**src/rtl/i2s_input.sv**
```systemverilog
// I2S capture receiver: oversamples BCK/LCK/DIN on clk and delivers left/right pairs on a valid/ack handshake.
// Optional short-slot detection is enabled by defining I2S_INPUT_FRAME_CHECK_EN.
`timescale 1ns/1ps
module i2s_input #(
  parameter int WIDTH = 16
) (
  input  logic             clk,
  input  logic             sys_rst_i,
  input  logic             i2s_bck,
  input  logic             i2s_lrck,
  input  logic             i2s_din,
  output logic [WIDTH-1:0] left_o,
  output logic [WIDTH-1:0] right_o,
  output logic             valid_o,
  input  logic             ack_i,
  output logic             overrun_o,
  output logic             frame_err_o
);

  localparam int CNT_W = $clog2(WIDTH + 1);

  typedef enum logic [1:0] {HUNT, SHIFT, WAIT} state_t;

  // Bit order on pin_in / sync_bits: 0 = BCK, 1 = LCK, 2 = DIN.
  logic [2:0] pin_in;
  logic [2:0] sync_bits;

  assign pin_in = {i2s_din, i2s_lrck, i2s_bck};

  // Identical two-stage synchronizers keep the three lines mutually aligned.
  generate
    for (genvar gi = 0; gi < 3; gi++) begin : g_sync
      logic meta_reg;
      logic sync_reg;
      always_ff @(posedge clk) begin
        if (sys_rst_i) begin
          meta_reg <= 1'b0;
          sync_reg <= 1'b0;
        end else begin
          meta_reg <= pin_in[gi];
          sync_reg <= meta_reg;
        end
      end
      assign sync_bits[gi] = sync_reg;
    end
  endgenerate

  logic bck_s, lrck_s, din_s;
  assign bck_s  = sync_bits[0];
  assign lrck_s = sync_bits[1];
  assign din_s  = sync_bits[2];

  logic             bck_d_reg;
  logic             lrck_prev_reg;
  state_t           state_reg;
  logic [CNT_W-1:0] bit_cnt_reg;
  logic             chan_reg;
  logic [WIDTH-1:0] shift_reg;
  logic [WIDTH-1:0] left_hold_reg;
  logic             have_left_reg;
  logic [WIDTH-1:0] left_reg;
  logic [WIDTH-1:0] right_reg;
  logic             valid_reg;
  logic             overrun_reg;

  logic             bck_rise;
  logic             boundary;
  logic             word_done;
  logic             pair_load;
  logic [WIDTH-1:0] word_next;

  assign bck_rise  = bck_s & ~bck_d_reg;
  assign boundary  = bck_rise & (lrck_s != lrck_prev_reg);
  assign word_next = {shift_reg[WIDTH-2:0], din_s};
  // The WIDTH-th bit completes the word in the same cycle it is shifted in.
  assign word_done = bck_rise & ~boundary & (state_reg == SHIFT) &
                     (bit_cnt_reg == CNT_W'(WIDTH - 1));
  assign pair_load = word_done & chan_reg & have_left_reg;

  always_ff @(posedge clk) begin
    if (sys_rst_i) begin
      bck_d_reg     <= 1'b0;
      lrck_prev_reg <= 1'b0;
      state_reg     <= HUNT;
      bit_cnt_reg   <= '0;
      chan_reg      <= 1'b0;
      shift_reg     <= '0;
      left_hold_reg <= '0;
      have_left_reg <= 1'b0;
      left_reg      <= '0;
      right_reg     <= '0;
      valid_reg     <= 1'b0;
      overrun_reg   <= 1'b0;
    end else begin
      bck_d_reg <= bck_s;
      if (bck_rise) begin
        lrck_prev_reg <= lrck_s;
      end

      // The boundary-edge DIN bit belongs to the previous slot and is never shifted.
      if (boundary) begin
        state_reg   <= SHIFT;
        bit_cnt_reg <= '0;
        chan_reg    <= lrck_s;
      end else if (bck_rise && state_reg == SHIFT) begin
        shift_reg <= word_next;
        if (word_done) begin
          state_reg   <= WAIT;
          bit_cnt_reg <= CNT_W'(WIDTH);
          if (!chan_reg) begin
            left_hold_reg <= word_next;
            have_left_reg <= 1'b1;
          end else if (have_left_reg) begin
            have_left_reg <= 1'b0;
          end
        end else begin
          bit_cnt_reg <= bit_cnt_reg + 1'b1;
        end
      end

      if (pair_load) begin
        left_reg  <= left_hold_reg;
        right_reg <= word_next;
        valid_reg <= 1'b1;
        if (valid_reg && !ack_i) begin
          overrun_reg <= 1'b1;
        end
      end else if (valid_reg && ack_i) begin
        valid_reg <= 1'b0;
      end
    end
  end

`ifdef I2S_INPUT_FRAME_CHECK_EN
  logic frame_err_reg;

  // A boundary while still shifting means the slot was shorter than WIDTH.
  always_ff @(posedge clk) begin
    if (sys_rst_i) begin
      frame_err_reg <= 1'b0;
    end else if (boundary && state_reg == SHIFT) begin
      frame_err_reg <= 1'b1;
    end
  end

  assign frame_err_o = frame_err_reg;
`else
  assign frame_err_o = 1'b0;
`endif

  assign left_o    = left_reg;
  assign right_o   = right_reg;
  assign valid_o   = valid_reg;
  assign overrun_o = overrun_reg;

endmodule

```
**config.mk**
```make
export PLATFORM = sky130hd
export DESIGN_NAME = i2s_input
export DESIGN_NICKNAME = d
export VERILOG_FILES = /design/src/rtl/i2s_input.sv
export SDC_FILE = /design/constraint.sdc
export NUM_CORES = 1
export LEC_CHECK = 0
export CORE_MARGIN = 10
export CORE_UTILIZATION = 47
export DETAILED_ROUTE_END_ITERATION = 16
export PLACE_DENSITY = 0.77
export SYNTH_ARGS = -nofsm -noshare
export SYNTH_HDL_FRONTEND = slang
export SYNTH_SLANG_ARGS = --single-unit
```
**constraint.sdc**
```tcl
create_clock -name clk -period 2.8 [get_ports clk]
set_input_delay 0.28 -clock clk [delete_from_list [all_inputs] [get_ports clk]]
set_output_delay 0.28 -clock clk [all_outputs]
set_load 0.02 [all_outputs]
```
==> flow_metrics.env, run 1 <==
export IMPL_syn_to_final_growth_pct=21.3
export IMPL_viasPerCell=5.03
export IMPL_dieArea_um2=10700
export IMPL_yosys_warnings=0
export IMPL_setup_ws_ps=912
export IMPL_clk_pin_slew_worst_paths_ps=80
export IMPL_route_detailed_drc=0
export IMPL_root_buffer="clkbuf_8"
export IMPL_dr_total_vias=2280
export IMPL_vdd_drop_max_uv=284
export IMPL_first_iter_violations=120
export IMPL_nFillCells=604
export IMPL_htreeDepth=3
export IMPL_ys_seq_elements=82
export IMPL_ys_async_sr_fraction=0
export IMPL_syn_nets=328
export IMPL_setup_viol=0
export IMPL_cts_buffers=9
export IMPL_synth_cells=320
export IMPL_required_ps=3070
export IMPL_mostFrequentLayoutCells="dfxtp_1 (82), nand2b_1 (68), mux2i_1 (51)"
export IMPL_first_global_vias=2298
export IMPL_critPathCaptureType="flip-flop"
export IMPL_crit_top_cell="and3_1"
export IMPL_fp_dieW_um=104
export IMPL_maxCapViolations=0
export IMPL_grt_overflow_total=0
export IMPL_critPathArrivalTime_ps=2160
export IMPL_clock_skew_ps=6.12
export IMPL_critPathLaunchType="flip-flop"
export IMPL_p_leak_nw=1.34
export IMPL_final_antenna_net_count=0
export IMPL_port_buffers=39
export IMPL_clock_latency_ps=340
export IMPL_final_area_um2=3980
export IMPL_core_um2=6790
export IMPL_io_pins=41
export IMPL_final_common_cell="dfxtp_1"
export IMPL_cts_resized_gates=0
export IMPL_nets=360
export IMPL_layout_drive_gt1_share=0.0784
export IMPL_grt_max_degree=68
export IMPL_setup_tns_ps=0
export IMPL_holdCritPathClass="in2reg"
export IMPL_routed_wl_mm=6.21
export IMPL_grt_first_pass_wirelength_mm=10.5
export IMPL_fin_util=0.586
export IMPL_rsz0062_at_grt="false"
export IMPL_detailed_place_hpwl_mm=4.23
export IMPL_cts_tree="done"
export IMPL_finalCritPeriodShare=0.674
export IMPL_drv_slew=0
export IMPL_cts_sinks=82
export IMPL_antenna_found_initial=0
export IMPL_hold_viol=0
export IMPL_ys_seq_area_frac=0.500
export IMPL_synthFlopType="dfxtp_1"
export IMPL_firstDrtPassIters=4
export IMPL_p_per_area_nw_per_um2=591
export IMPL_wl_per_cell_um=13.7
export IMPL_avgSynthCellArea_um2=10.3
export IMPL_start_util=0.483
export IMPL_fmax_mhz=530
export IMPL_status="finished, final reports clean"
export IMPL_crit_slowest_cell="dfxtp_1"
export IMPL_die_h_um=104
export IMPL_fin_crit_ps=1890
export IMPL_max_slew_margin_rel=0.346
export IMPL_antenna_cells=0
export IMPL_cpPeakStageDelay_ps=380
export IMPL_crit_fanout=15
export IMPL_num_rows=30
export IMPL_holdBufCountCts=0
export IMPL_synthesis_area_um2=3280
export IMPL_path_cells="ha_1 > and3_1 > ha_1 > and3_1 > and3_1 > buf_4 > mux2i_1"
export IMPL_dp_slack_ps=914
export IMPL_clockBufferDepth=2
export IMPL_grtUsageTotal=0.115
export IMPL_ys_types=33
export IMPL_place_area_um2=3710
export IMPL_critPathKind="reg2reg"
export IMPL_post_cts_buffers=0
export IMPL_gp_congestion=0.760
export IMPL_worst_pin_slew_ps=977
export IMPL_synth_edff_count=0
## power breakdown
part           total (mW)  leakage (nW)  internal [mW]  switching [mW]
Combinational      0.0590         0.543         0.0289          0.0300
Sequential           1.17         0.662           1.17         0.00325
Clock                1.12         0.133          0.710           0.412
## stage by stage
stage / hold WS [ps] / total power, mW / cells
final: 378 / 2.35 / 453
after global routing: 399 / 2.44 / 453
after CTS: 374 / 2.38 / 453
after detailed placement: 423 / 1.26 / 437
after global placement: 419 / 1.26 / 437
after floorplan: 408 / 1.24 / 320
## worst max-delay path: cells and delay by family (launching register included)
family	cells	cell delay, ps
flops	1	380
buf+inv	1	270
fa+ha+maj	2	380
simple gates	3	540
mux	1	230
## metal layers
| metal | track usage | vias to the layer above | wire length (µm) | share of wire |
|---|---|---|---|---|
| met4 | 0.0474 | 0 | 81 | 0.013 |
| met2 | 0.196 | 48 | 3040 | 0.49 |
| met5 | 0 | - | 0 | 0 |
| li1 | - | 1152 | - | - |
| met1 | 0.127 | 1074 | 2800 | 0.45 |
| met3 | 0.0384 | 6 | 287 | 0.046 |
## final timing paths
path | endpoint | cells after the start | slack (ps) | start
worst max-delay path | left_o[12] | 7 | 910 | bit_cnt_reg[0]
worst min-delay path | lrck_prev_reg | 2 | 380 | sys_rst_i
worst max register to register | left_o[12] | 7 | 910 | bit_cnt_reg[0]
worst min register to register | g_sync[1].sync_reg | 1 | 440 | g_sync[1].meta_reg
## final cells by class
| cell class | instances | area (µm²) | share of cell area |
|---|---|---|---|
| well taps | 96 | 120 | 0.0302 |
| clock buffers | 10 | 138 | 0.0346 |
| clock inverters | 6 | 136 | 0.0342 |
| multi-input cells | 210 | 1490 | 0.373 |
| flip-flops and latches | 82 | 1640 | 0.412 |
| repair buffers | 46 | 450 | 0.113 |
| inverters | 3 | 11.3 | 0.00283 |
## cells in the mapped netlist (2+ instances only)
library cell	n	area [µm²]
nand3_1	17	85.1
nor2b_1	8	50.1
or3_1	2	12.5
buf_6	6	67.6
o21ai_0	18	90.1
ha_1	2	25.0
nor2_1	2	7.51
buf_2	2	10.0
clkbuf_1	15	56.3
mux2i_1	51	510
and3_1	5	31.3
a31oi_1	2	12.5
nand2b_1	68	425
a211oi_1	3	22.5
a21oi_1	17	85.1
dfxtp_1	82	1640
inv_1	3	11.3
nor3_1	2	10.0
## cells by family after synthesis
kind of cell,count (synthesis),share of synthesized area
adders and majority gates,2,0.00762
other,1,0.00114
AOI/OAI and AO/OA,45,0.0758
buffers and inverters,28,0.0476
DFF,82,0.500
and+or+nand+nor,108,0.202
muxes,51,0.155
xor gates and xnor gates,3,0.0103
No activity file was read; power rests on OpenSTA's default activity.
==> run 2: changes to the inputs <==
--- a/config.mk
+++ b/config.mk
@@ -8,7 +8,7 @@
 export CORE_MARGIN = 10
 export CORE_UTILIZATION = 47
 export DETAILED_ROUTE_END_ITERATION = 16
-export PLACE_DENSITY = 0.77
+export PLACE_DENSITY = 0.8
 export SYNTH_ARGS = -nofsm -noshare
 export SYNTH_HDL_FRONTEND = slang
 export SYNTH_SLANG_ARGS = --single-unit
==> constraint.sdc (replaced) <==
create_clock -name clk -period 1.6 [get_ports clk]
set_input_delay 0.16 -clock clk [delete_from_list [all_inputs] [get_ports clk]]
set_output_delay 0.16 -clock clk [all_outputs]
set_load 0.02 [all_outputs]
==> run 2 against run 1 <==
Net effect: the flow now finishes with violations (setup timing); hold slack got worse by 200 ps; utilization increased by 2.8 points; via count increased by 4.3%; final cell count increased by 3.5%; non-clock buffer count increased by 16; fmax increased by 13%; total power increased by 63%; sequential power increased by 75%; cell area increased by 4.7%; worst setup slack got worse by 990 ps.
==> flow_metrics.env, run 2 (synthesized netlist as in run 1, its figures left out) <==
export IMPL_status="finished with violations"
export IMPL_violations="setup timing"
export IMPL_grtUsageTotal=0.127
export IMPL_clockBufferDepth=2
export IMPL_mostFrequentLayoutCells="dfxtp_1 (79), nand2b_1 (68), mux2i_1 (49)"
export IMPL_hold_slack_ps=175
export IMPL_final_common_cell="dfxtp_1"
export IMPL_num_rows=30
export IMPL_holdBufCountCts=0
export IMPL_setup_tns_ps=-1070
export IMPL_rsz0062_at_grt="true"
export IMPL_grt_max_degree=31
export IMPL_detailed_place_hpwl_mm=4.63
export IMPL_fin_util=0.614
export IMPL_critPathCaptureType="flip-flop"
export IMPL_required_ps=1890
export IMPL_viasPerCell=5.07
export IMPL_die_h_um=104
export IMPL_core_um2=6790
export IMPL_clk_pin_slew_worst_paths_ps=80
export IMPL_setup_viol=29
export IMPL_grt_overflow_total=0
export IMPL_antenna_cells=0
export IMPL_drv_slew=0
export IMPL_dr_total_vias=2377
export IMPL_first_iter_violations=119
export IMPL_r2r_cells=7
export IMPL_crit_fanout=21
export IMPL_vdd_drop_max_uv=417
export IMPL_critPathArrivalTime_ps=1960
export IMPL_dieArea_um2=10700
export IMPL_final_area_um2=4170
export IMPL_wl_per_cell_um=14.4
export IMPL_final_antenna_net_count=0
export IMPL_fmax_mhz=596
export IMPL_r2r_start="bit_cnt_reg[1]"
export IMPL_r2r_slack_ps=-80
export IMPL_grt_first_pass_wirelength_mm=11.3
export IMPL_hold_end="lrck_prev_reg"
export IMPL_start_util=0.483
export IMPL_io_pins=41
export IMPL_grtUsageMet3=0.0415
export IMPL_place_area_um2=3870
export IMPL_met1_usage=0.143
export IMPL_grt_busiest_layer="met2"
export IMPL_route_detailed_drc=0
export IMPL_routed_wl_mm=6.73
export IMPL_root_buffer="clkbuf_8"
export IMPL_cts_tree="done"
export IMPL_critPathKind="reg2reg"
export IMPL_gp_congestion=0.718
export IMPL_critPathLaunchType="flip-flop"
export IMPL_setup_ws_ps=-76.5
export IMPL_use_met2=0.205
export IMPL_nets=376
export IMPL_fp_dieW_um=104
export IMPL_hold_viol=0
export IMPL_finalCritPeriodShare=1.05
export IMPL_layout_drive_gt1_share=0.153
export IMPL_syn_to_final_growth_pct=27.1
export IMPL_p_leak_nw=1.40
export IMPL_htreeDepth=3
export IMPL_fin_crit_ps=1680
export IMPL_first_global_vias=2415
export IMPL_port_buffers=39
export IMPL_clock_latency_ps=360
export IMPL_hp_start="sys_rst_i"
export IMPL_cts_sinks=82
export IMPL_clock_skew_ps=8.20
export IMPL_hold_depth=2
export IMPL_maxCapViolations=0
export IMPL_holdCritPathClass="in2reg"
export IMPL_p_per_area_nw_per_um2=921
export IMPL_r2r_end="right_o[9]"
export IMPL_antenna_found_initial=0
export IMPL_finalPower_mw=3.84
export IMPL_firstDrtPassIters=4
export IMPL_cts_buffers=9
run 2: final cells by class:
type	count	area [µm²]
clock buffer	9	124
clock inverter	7	101
fill	553	2620
inverter	3	11.3
multi-input combinational	210	1560
sequential	82	1650
tap	96	120
timing repair buffer	62	608
run 2: timing repair:
action                     CTS  global route
buffers inserted             0             1
hold endpoints to repair     0             0
setup endpoints to repair   42            46
resized for setup            1            10
gates cloned                 0             1
run 2: stage by stage:
stage	worst slack, ps	cells
after CTS	-69.8	467
after detailed placement	-52.0	451
after global placement	-5.81	451
after floorplan	-40.4	320
after global routing	-154	469
final	-76.5	469
run 2: how the worst max path moves through the flow:
stage	start	end	slack [ps]	cells past startpoint
floorplan	bit_cnt_reg[1]	left_o[0]	-40	8
global placement	bit_cnt_reg[1]	right_o[9]	-6	7
detailed placement	bit_cnt_reg[1]	right_o[2]	-50	7
CTS	bit_cnt_reg[1]	right_o[2]	-70	7
global route	bit_cnt_reg[1]	right_o[0]	-150	7
finish	bit_cnt_reg[1]	right_o[9]	-80	7
run 2: metal layers:
layer | routed length (µm) | part of all wire | vias to the layer above
met5 | 0 | 0 | -
met4 | 201 | 0.030 | 0
met3 | 332 | 0.049 | 16
met2 | 3180 | 0.47 | 48
met1 | 3020 | 0.45 | 1126
li1 | - | - | 1187
run 2: critical path: stages (launching register included):
cell and delay (ps):
dfxtp_2 360, ha_4 140, and3_4 180, ha_4 130, and3_4 170, and3_4 190
buf_12 190, mux2i_2 220
run 2: power by group:
part	leakage (nW)	switching [mW]	internal (mW)
Combinational	0.630	0.0574	0.0570
Sequential	0.663	0.00666	2.05
Clock	0.106	0.784	0.891
Total	1.40	0.848	3.00
